`config.mk`:
```
export PLATFORM = sky130hd
export DESIGN_NAME = mem_arbiter
export DESIGN_NICKNAME = d
export VERILOG_FILES = /design/src/rtl/mem_arbiter.sv
export SDC_FILE = /design/constraint.sdc
export NUM_CORES = 1
export LEC_CHECK = 0
export BUFFER_PORTS_ARGS = -buffer_cell sky130_fd_sc_hd__clkbuf_2
export CORE_UTILIZATION = 40
export CTS_CLUSTER_DIAMETER = 200
export DETAILED_ROUTE_END_ITERATION = 7
export GPL_TIMING_DRIVEN = 0
export PLACE_DENSITY = 0.78
export SLEW_MARGIN = 25
export SYNTH_ARGS = -nofsm -noshare
export SYNTH_HDL_FRONTEND = slang
export SYNTH_SLANG_ARGS = --single-unit
```
`constraint.sdc`:
```
create_clock -name CLK -period 3.4 [get_ports CLK]
set_input_delay 0.17 -clock CLK [delete_from_list [all_inputs] [get_ports CLK]]
set_output_delay 0.17 -clock CLK [all_outputs]
set_load 0.1 [all_outputs]
```
`src/rtl/mem_arbiter.sv`:
```
// mem_arbiter - round-robin req/ack arbiter sharing one memory port between fetch and data sides.
// Revision 1.0
`default_nettype none
`timescale 1ns/1ps

module mem_arbiter #(
    parameter int ADDR_W  = 32,
    parameter int DATA_W  = 32,
    parameter int TIMEOUT = 15
) (
    input  logic              CLK,
    input  logic              RES,
    input  logic              iReq,
    input  logic [ADDR_W-1:0] iAddr,
    output logic              iAck,
    output logic [DATA_W-1:0] iRdata,
    output logic              iErr,
    input  logic              dReq,
    input  logic              dWe,
    input  logic [ADDR_W-1:0] dAddr,
    input  logic [DATA_W-1:0] dWdata,
    output logic              dAck,
    output logic [DATA_W-1:0] dRdata,
    output logic              dErr,
    output logic              memEn,
    output logic              memWe,
    output logic [ADDR_W-1:0] memAddr,
    output logic [DATA_W-1:0] memWdata,
    input  logic [DATA_W-1:0] memRdata,
    input  logic              memReady
);

    localparam int               CNT_W   = $clog2(TIMEOUT + 1);
    localparam logic [CNT_W-1:0] TO_LAST = CNT_W'(TIMEOUT - 1);

    typedef enum logic [1:0] {
        IDLE   = 2'd0,
        I_BUSY = 2'd1,
        D_BUSY = 2'd2,
        RESP   = 2'd3
    } state_t;

    state_t            state;
    state_t            state_nx;
    logic              last_d;      // side of the most recent grant, also the side being served
    logic [CNT_W-1:0]  wait_cnt;
    logic [ADDR_W-1:0] lat_addr;
    logic              lat_we;
    logic [DATA_W-1:0] lat_wdata;
    logic [DATA_W-1:0] i_rdata;
    logic [DATA_W-1:0] d_rdata;
    logic              i_err;
    logic              d_err;
    logic              start_i;
    logic              start_d;
    logic              done_ok;
    logic              done_to;
    logic              busy;

    assign busy = (state == I_BUSY) || (state == D_BUSY);

    always_comb begin
        state_nx = state;
        start_i  = 1'b0;
        start_d  = 1'b0;
        done_ok  = 1'b0;
        done_to  = 1'b0;
        case (state)
            IDLE: begin
                // On a tie the side opposite the previous grant wins
                if (iReq && (!dReq || last_d)) begin
                    start_i  = 1'b1;
                    state_nx = I_BUSY;
                end else if (dReq) begin
                    start_d  = 1'b1;
                    state_nx = D_BUSY;
                end
            end
            I_BUSY, D_BUSY: begin
                if (memReady) begin
                    done_ok  = 1'b1;
                    state_nx = RESP;
                end else if (wait_cnt == TO_LAST) begin
                    done_to  = 1'b1;
                    state_nx = RESP;
                end
            end
            RESP:    state_nx = IDLE;
            default: state_nx = IDLE;
        endcase
    end

    always_ff @(posedge CLK) begin
        if (RES) begin
            state     <= IDLE;
            last_d    <= 1'b1;
            wait_cnt  <= '0;
            lat_addr  <= '0;
            lat_we    <= 1'b0;
            lat_wdata <= '0;
            i_rdata   <= '0;
            d_rdata   <= '0;
            i_err     <= 1'b0;
            d_err     <= 1'b0;
        end else begin
            state <= state_nx;
            if (start_i) begin
                lat_addr  <= iAddr;
                lat_we    <= 1'b0;
                lat_wdata <= '0;
                last_d    <= 1'b0;
                wait_cnt  <= '0;
            end
            if (start_d) begin
                lat_addr  <= dAddr;
                lat_we    <= dWe;
                lat_wdata <= dWdata;
                last_d    <= 1'b1;
                wait_cnt  <= '0;
            end
            if (done_ok || done_to) begin
                if (last_d) begin
                    d_rdata <= done_ok ? memRdata : '0;
                    d_err   <= done_to;
                end else begin
                    i_rdata <= done_ok ? memRdata : '0;
                    i_err   <= done_to;
                end
            end else if (busy && (wait_cnt != TO_LAST)) begin
                wait_cnt <= wait_cnt + 1'b1;
            end
        end
    end

    assign memEn    = busy;
    assign memWe    = busy && lat_we;
    assign memAddr  = lat_addr;
    assign memWdata = lat_wdata;
    assign iAck     = (state == RESP) && !last_d;
    assign dAck     = (state == RESP) && last_d;
    assign iRdata   = i_rdata;
    assign iErr     = i_err;
    assign dRdata   = d_rdata;
    assign dErr     = d_err;

endmodule

`default_nettype wire

```
-- Word-level counts from Yosys, hierarchy flattened
Cells that the tools add are included.
- divide/modulo/power cells: 0
- muxes and demuxes: 26
- bitwise gates (word level): 1
- shift operators: 0
- equality and inequality tests: 7
- order comparisons: 0
- add/subtract/negate cells: 1
- reduce and logical (&&, ||, !) cells: 17
- $mul: 0
- operators by type and width (operator ; count):
    $mux W32 ; 5
    $mux W4 ; 4
    $mux W1 ; 12
    $mux W2 ; 4
    $ne A3 B3 Y1 const B ; 2
    $pmux W2 S3 ; 1
    $reduce_and A2 Y1 ; 3
    $logic_and A1 B1 Y1 ; 5
    $add A4 B1 Y4 const B ; 1
    $eq A2 B2 Y1 const B ; 2
    $eq A4 B4 Y1 const B ; 1
    $ne A4 B4 Y1 const B ; 1
    $reduce_or A2 Y1 ; 2
    $logic_or A1 B1 Y1 ; 3
    $eq A2 B1 Y1 const B ; 1
    $logic_not A1 Y1 ; 2
    $logic_not A2 Y1 ; 1
    $reduce_bool A2 Y1 ; 1
    $not A1 Y1 ; 1
- bits in registers: 138
- word-level logic and storage cells: 62
- bits in writable memories: 0
- bits in latches: 0
- ROM bits: 0
- memories: 0

-- Depth between registers and ports, before layout
Gate-level depths: netlist of the first run.
- depth after elaboration: 9
- depth in mapped cells: 8
- depth with buffers taken out: 6

-- Least setup slack after synthesis of the first run
No wires, ideal clock.
- kind: register to output
- from: register state[0]
- to: output port memWe
- data arrival time: 2328 ps
- slack: 902 ps
- cell stages (with the launch flop): 5
- data required time: 3230 ps
- cells stage by stage: dfxtp_1 > inv_1 > ha_1 > buf_2 > and2_1
- word-level cells in the longest chain between the ends: 3
- elaborated cells between the ends (all ways): 4
- those cells by class: eq/ne (2); reduce/logical (2)
- RTL lines (element ; line ; RTL):
    start, declared ; 43 ; state_t state;
    start signal, assigned ; 106 ; state <= state_nx;
    $eq A2 B1 Y1 / $eq A2 B2 Y1 (equally long branches) ; 60 ; assign busy = (state == I_BUSY) || (state == D_BUSY);
    $logic_or A1 B1 Y1 (*) ; 60 ;
    named net memEn ; 25 ; output logic memEn,
    $logic_and A1 B1 Y1 (*) ; 136 ; assign memWe = busy && lat_we;
    end, declared ; 26 ; output logic memWe,
Mark *: on every way through the listed nets, which the timed path passes. The rest lies on a longest branch.

-- Final worst setup path of the first run
- from: register state[0]
- to: register lat_addr[3], in the netlist memAddr[3]
- word-level cells in the longest chain between the ends: 3
- elaborated cells between the ends (all ways): 5
- those cells by class: mux (3); reduce/logical (2)
- RTL lines (element ; line ; RTL):
    $logic_not A2 Y1 (*) ; 68 ; case (state)
    $mux W1 ; 68 ;
    $mux W32 / $reduce_bool A2 Y1 (equally long branches) ; - ;
    end signal, assigned ; 108 ; lat_addr <= iAddr;
    end signal, assigned ; 115 ; lat_addr <= dAddr;
    end, declared ; 47 ; logic [ADDR_W-1:0] lat_addr;
Every way passes the cells marked *; elsewhere a longest branch is shown, timed or not.
A chain may end at the register's enable or synchronous reset.

==> metrics.md, run 1 <==
| Metric | Value |
|---|---|
| Synth Instances | approximately 500 |
| Post-Syn Area | 0.004922 mm² |
| Port Buffers | 266 |
| Internal | 3.712 mW |
| Critical Path End Type | flop |
| Die Span Y | 112.9 µm |
| Logic pwr share | 0.473 |
| WL/cell | 16.56 µm |
| Initial antenna violation count | 0 |
| Post-DP HPWL | 11070 µm |
| ANT cells | 0 |
| Hold path depth | 3 |
| Hold Startpoint | iAddr[27] |
| CTS Sinks | 138 |
| Crit path kind | flop to flop |
| Switching share of total power | 0.4831 |
| Min-Delay Path Class | input pin to flop |
| Slew of the pin with the lowest slew margin | ~0.61 ns |
| Register share of total power | 0.281 |
| GPL Wtd Cong | 0.8697 |
| Final setup TNS | 0 ns |
| Max_slew headroom | 0.5947 |
| Die Wd | 112.9 µm |
| Starting Density | 0.4098 |
| GRT Residual Overflow | 0 |
| Via density per instance | 5.405 |
| Sequential share of the synthesized area | 0.5613 |
| Die Area | 0.01275 mm² |
| Row cnt | 40 |
| Reg2Reg Depth | 8 |
| Final max-slew violation count | 0 |
| Area grow syn2layout | 53.00% |
| Maximum VDD drop | about 800 µV |
| Worst EP arrival | 2.53 ns |
| Max stage delay on crit path | 0.59 ns |
| Vias in the first global route | 5062 |
| P_leak | between 3 and 4 nW |
| Min Tclk post-route | 2.189 ns |
| Global Route Usage Sum | 0.2580 |
| Synthesized flop and latch total | 138 |
| RSZ-0062 raised after global routing | no |
| Syn Nets | between 600 and 700 |
| Fin. Hold Viols | 0 |
| P per Cell Area | about 950 mW/mm² |
| CTS Root Cell | clkbuf_16 |
| Core area | 0.01201 mm² |
| Placed insts | ~920 |
| TritonCTS buffer count | 17 |
| FMAX | 456.9 MHz |
| # IOs | 268 |
| Setup violators final | 0 |
| Largest net degree at the start of global routing | 17 |
| First drt pass iteration count | 6 |
| Clock Latency Late Sink | ~0.41 ns |
| Crit share post-route | 0.6437 |
| First-pass GRT wire length | 25480 µm |
| Clk pin slew, worst setup/hold paths | 0.06 ns |
| Detailed Route Iter0 Violations | between 600 and 700 |
| Post-DRT Antenna Nets | 0 |
| Remaining DRCs | 0 |
| Synth area leaders | dfxtp_1, a22oi_1, nor2_1 |
| Most area-hungry cell type in the Yosys netlist | dfxtp_1 |
| Max Cap Viol | 0 |
| Longest Clk Path Bufs | 2 |
| Worst R2R Start | state[0] |
| Leading cell type in the layout, fill and taps excluded | clkbuf_2 |
| Fin nets | 978 |
| Worst path cell trace | inv_1 -> ha_1 -> nand2_1 -> a21oi_2 -> buf_2 -> a222oi_1 -> dlygate4sd3_1 -> nor2_1 |
| Yosys cell types | 31 |
| Routed via count | 5400 |
| CTS tree | yes |
| Status | finished clean |
| FF-to-FF setup slack | 1.21 ns |
| Slowest cell on crit path | dlygate4sd3_1 |
| Synth Warn # | 0 |
| Worst Hold Path EP | memAddr[27] |
| Finished Layout Cells | 999 |
| Commonest cells after routing, fill and taps aside | clkbuf_2, dfxtp_1, nor2_1 |
| Syn_area_per_cell | between 9 and 10 µm² |
| Total power | roughly 7 mW |
| Synth top area share | 0.5613 |
| P_sw | between 3 and 4 mW |
| Clock Skew | 0.007037 ns |
| Startpoint Class | flop |
| Crit-path leading delay family | buffers and inverters |
| Crit-path max FO | 10 |
| H-tree Lvls | 4 |
| CP required | 3.74 ns |
| Layout cells sized above 1 | 0.3885 |
| RR Endpoint | memAddr[3] |
| Post-Route WL | 16550 µm |
| Crit path buf inv count | 3 |
| Clock power share | 0.246 |
state kept, by name, indices dropped and copies added (netlist names):
name and cells:
dErr 1, last_d 1, memWdata 32, iRdata 32, iErr 1, lat_we 1
dRdata 32, state 2, wait_cnt 4, memAddr 32
cells by family (layout without fill, tap and decap cells):
kind of cell | count (synthesis) | in the layout | share of synthesized area
AO/OA/AOI/OAI | 145 | 145 | 0.2389
adder cells (fa/ha/maj) | 4 | 4 | 0.01017
buffers and inverters | 53 | 403 | 0.05465
flip-flops | 138 | 138 | 0.5613
multiplexers | 2 | 2 | 0.004321
AND/OR/NAND/NOR | 160 | 160 | 0.1307
power groups by stage:
stage	clock network, mW	logic [mW]	registers, mW
after floorplan	0	1.08	3.66
after global placement	0	3.28	2.04
after detailed placement	0	3.30	2.04
after CTS	1.80	3.37	2.01
after global routing	1.87	3.56	2.04
final	1.77	3.39	2.02
worst min-delay path, stage by stage:
cell	delay (ns)
clkbuf_2	0.08
a222oi_1	0.06
nor2_1	0.08
synth_stat cells:
library cell  count
a211o_1           1
a211oi_1          1
a21boi_2          1
a21oi_1           4
a21oi_2           1
a222oi_1         32
a22oi_1          98
a31o_2            1
a31oi_1           2
a31oi_4           1
and2_1            4
and3_1            2
buf_2            17
buf_4            13
clkbuf_1         18
dfxtp_1         138
ha_1              4
inv_1             5
mux2_2            1
mux2i_1           1
nand2_1           7
nand3_1           2
nand3_2           1
nor2_1          136
nor2b_1           3
nor2b_2           1
nor3_1            3
o21a_1            1
o21ai_0           1
o21ai_2           1
or3_1             1
metal layers:
layer | global-route usage | routed length [µm] | part of all wire | vias up
met5 | 0 | 0 | 0 | -
met3 | 0.07338 | 1264 | 0.076 | 59
met4 | 0.1281 | 534 | 0.032 | 0
met1 | 0.3083 | 6745 | 0.41 | 2506
li1 | - | - | - | 2517
met2 | 0.4267 | 8002 | 0.48 | 318
how the worst max path moves through the flow:
stage               cells after the start  slack (ns)  startpoint    endpoint
detailed placement                      8        1.54    state[0]  dRdata[20]
global placement                        8        1.62    state[0]  dRdata[20]
finish                                  8        1.21    state[0]  memAddr[3]
floorplan                               4        0.90    state[0]       memWe
CTS                                     5        1.21    state[1]       memWe
global route                            8        1.04    state[1]  memAddr[3]
cell type report:
| class | instances | area (µm²) |
|---|---|---|
| buffer | 48 | 250.2 |
| clock buffer | 23 | 467.9 |
| clock inverter | 8 | 95.09 |
| fill | 1034 | 4481 |
| inverter | 5 | 18.77 |
| multi-input combinational | 311 | 1891 |
| sequential | 138 | 2763 |
| tap | 147 | 183.9 |
| timing repair buffer | 319 | 1862 |
per-stage QoR:
stage	hold WS, ns	worst slack (ns)	area [µm²]	util
2_1_floorplan	0.3183	0.9018	4922	-
3_3_place_gp	0.4038	1.617	6437	0.5359
3_5_place_dp	0.4127	1.542	6437	0.5359
4_1_cts	0.00002739	1.212	7531	0.6270
5_1_grt	0.007129	1.044	7531	0.6270
6_report	0.01512	1.211	7531	0.6270
repair_timing:
action,in CTS,in global routing
endpoints found under the hold margin,51,0
hold buffers,53,0
buffers inserted,0,0
gates resized for setup,0,0
Note: power is estimated with default switching activity, not from simulation.
==> run 2: changes to the inputs <==
--- a/config.mk
+++ b/config.mk
@@ -10,7 +10,7 @@
 export CTS_CLUSTER_DIAMETER = 200
 export DETAILED_ROUTE_END_ITERATION = 7
 export GPL_TIMING_DRIVEN = 0
-export PLACE_DENSITY = 0.78
+export PLACE_DENSITY = 0.81
 export SLEW_MARGIN = 25
 export SYNTH_ARGS = -nofsm -noshare
 export SYNTH_HDL_FRONTEND = slang
==> constraint.sdc (replaced) <==
create_clock -name CLK -period 1.9 [get_ports CLK]
set_input_delay 0.095 -clock CLK [delete_from_list [all_inputs] [get_ports CLK]]
set_output_delay 0.095 -clock CLK [all_outputs]
set_load 0.1 [all_outputs]
==> run 2 against run 1 <==
Clock-buffer cell count shrank 4. First-iteration DRC count shrank 4.9%. Power grew 84%. Cell count grew 7.8%. Largest cell class is now non-clock buffers.
==> metrics.md, run 2 (synthesis results as in run 1) <==
| Metric | Value |
|---|---|
| RSZ-0062 raised after global routing | no |
| Hold path depth | 3 (unchanged) |
| Min Tclk post-route | 1.799 ns (-0.3898 ns) |
| Worst setup margin | 0.1011 ns (-1.110 ns) |
| Longest Clk Path Bufs | 2 (unchanged) |
| Worst setup startpoint | state[0] |
| Worst EP arrival | 2.07 ns (-0.46 ns) |
| P_leak | 3.858 nW (+9.5%) |
| Commonest cells after routing, fill and taps aside | clkbuf_2, dfxtp_1, nor2_1 |
| Max_slew headroom | 0.5611 (-0.03361) |
| Critical Path End Type | flop |
| Area grow syn2layout | 69.80% |
| Clk pin slew, worst setup/hold paths | 0.06 ns (about the same) |
| Status | finished clean |
| TritonCTS buffer count | 17 (unchanged) |
| Fin nets | 1054 (+7.8%) |
| RR Endpoint | dRdata[18] |
| Post-DRT Antenna Nets | 0 (unchanged) |
| Startpoint Class | flop |
| Die Span Y | 112.9 µm (unchanged) |
| Global Route Usage Sum | 0.2949 (+0.03685) |
| Gr busiest metal | met2 |
| First-pass GRT wire length | 29420 µm (+15%) |
| Port Buffers | 266 (unchanged) |
| Die Area | 0.01275 mm² (unchanged) |
| Reg2Reg Depth | 8 (unchanged) |
| Layout cells sized above 1 | 0.3671 (-0.02144) |
| Post-Route WL | 19270 µm (+16%) |
| Maximum VDD drop | 834.2 µV (+4.3%) |
| Remaining DRCs | 0 (unchanged) |
| WL/cell | 17.89 µm (+8.0%) |
| GPL Wtd Cong | 0.8252 (-5.1%) |
| Slew of the pin with the lowest slew margin | 0.6583 ns (+0.05042 ns) |
| CP required | 2.17 ns (-1.57 ns) |
| Fin. Hold Viols | 0 (unchanged) |
| CTS Sinks | 138 (unchanged) |
| Core area | 0.01201 mm² (unchanged) |
| # IOs | 268 (unchanged) |
| Routing usage on met3 | 0.05303 (-0.02035) |
| Crit share post-route | 0.9468 (+0.3031) |
| FMAX | 555.9 MHz (+22%) |
| CTS Root Cell | clkbuf_16 |
| Routed via count | 5844 (+8.2%) |
| Min-Delay Path Class | input pin to flop |
| Detailed Route Iter0 Violations | 582 (-4.9%) |
| Hold WS | 0.06302 ns (+0.04790 ns) |
| P per Cell Area | 1585 mW/mm² (+66%) |
| Final max-slew violation count | 0 (unchanged) |
| Met2 GRT Util | 0.5350 (+0.1082) |
| Max Cap Viol | 0 (unchanged) |
| Row cnt | 40 (unchanged) |
| Placed insts | 915 (unchanged) |
| Setup violators final | 0 (unchanged) |
| Largest net degree at the start of global routing | 17 (unchanged) |
| Post-DP HPWL | 10790 µm (-2.6%) |
| Crit path kind | flop to flop |
| Via density per instance | 5.426 (+0.38%) |
| Initial antenna violation count | 1 (+1) |
| Final setup TNS | 0 ns (unchanged) |
| Leading cell type in the layout, fill and taps excluded | clkbuf_2 |
| Setup crit end | dRdata[18] |
| Worst R2R Start | state[0] |
| CTS tree | yes |
| First drt pass iteration count | 8 (+2) |
| H-tree Lvls | 4 (unchanged) |
| Routing usage on met1 | 0.3244 (+0.01604) |
| Starting Density | 0.4098 (unchanged) |
| FF-to-FF setup slack | 0.10 ns (-1.11 ns) |
| Place WS | 0.1407 ns (-1.401 ns) |
| Clock Latency Late Sink | 0.40 ns (about the same) |
| GRT Residual Overflow | 0 (unchanged) |
| Post-CTS setup buffers | 0 (unchanged) |
| Vias in the first global route | 5911 (+17%) |
| Clock Skew | 0.01064 ns (+0.003604 ns) |
| Finished Layout Cells | 1077 (+7.8%) |
| Die Wd | 112.9 µm (unchanged) |
| Crit-path max FO | 10 (unchanged) |
| Total power | 13.25 mW (+84%) |
-- run 2: final cells by class --
cell class,count,area (µm²)
clock buffers,19,442.9
multi-input cells,311,1922
flip-flops and latches,138,2763
diodes,1,2.502
fillers,845,3654
inverters,5,18.77
repair buffers,395,2631
clock inverters,13,141.4
well taps,147,183.9
plain buffers,48,252.7
-- run 2: how the worst min path moves through the flow --
stage	startpoint	end
floorplan	dWe	lat_we
finish	iReq	last_d
global placement	dWe	lat_we
detailed placement	dWdata[31]	memWdata[31]
global route	iReq	last_d
CTS	iReq	last_d
-- run 2: routing by layer --
metal,share of wire,routed length [µm]
met4,0.040,768
met2,0.52,9943
met3,0.065,1243
met5,0,0
met1,0.38,7314
-- run 2: metrics by stage --
step | instance area (µm²) | utilization
finish | 8358 | 0.6958
global route | 8358 | 0.6958
CTS | 8338 | 0.6942
detailed placement | 6454 | 0.5373
global placement | 6454 | 0.5373
floorplan | 4938 | -
-- run 2: critical path, stage by stage (launching register included) --
cell      delay, ns
dfxtp_1        0.35
inv_1          0.08
ha_4           0.24
clkbuf_4       0.19
and3_1         0.17
buf_2          0.15
buf_4          0.19
a22oi_2        0.22
nor2_1         0.07
-- run 2: where the power goes --
group	total, mW	leakage (nW)	internal [mW]	switching (mW)
clock network	3.28	0.281	1.98	1.30
registers	3.62	1.12	3.35	0.268
logic	6.35	2.45	1.44	4.91
total	13.2	3.86	6.77	6.48
-- run 2: what timing repair did --
item                       in CTS  in global routing
hold endpoints to repair      128                  0
pin swaps                       0                  1
hold buffers                  129                  0
gates resized for setup         2                  4
setup endpoints to repair       1                  4
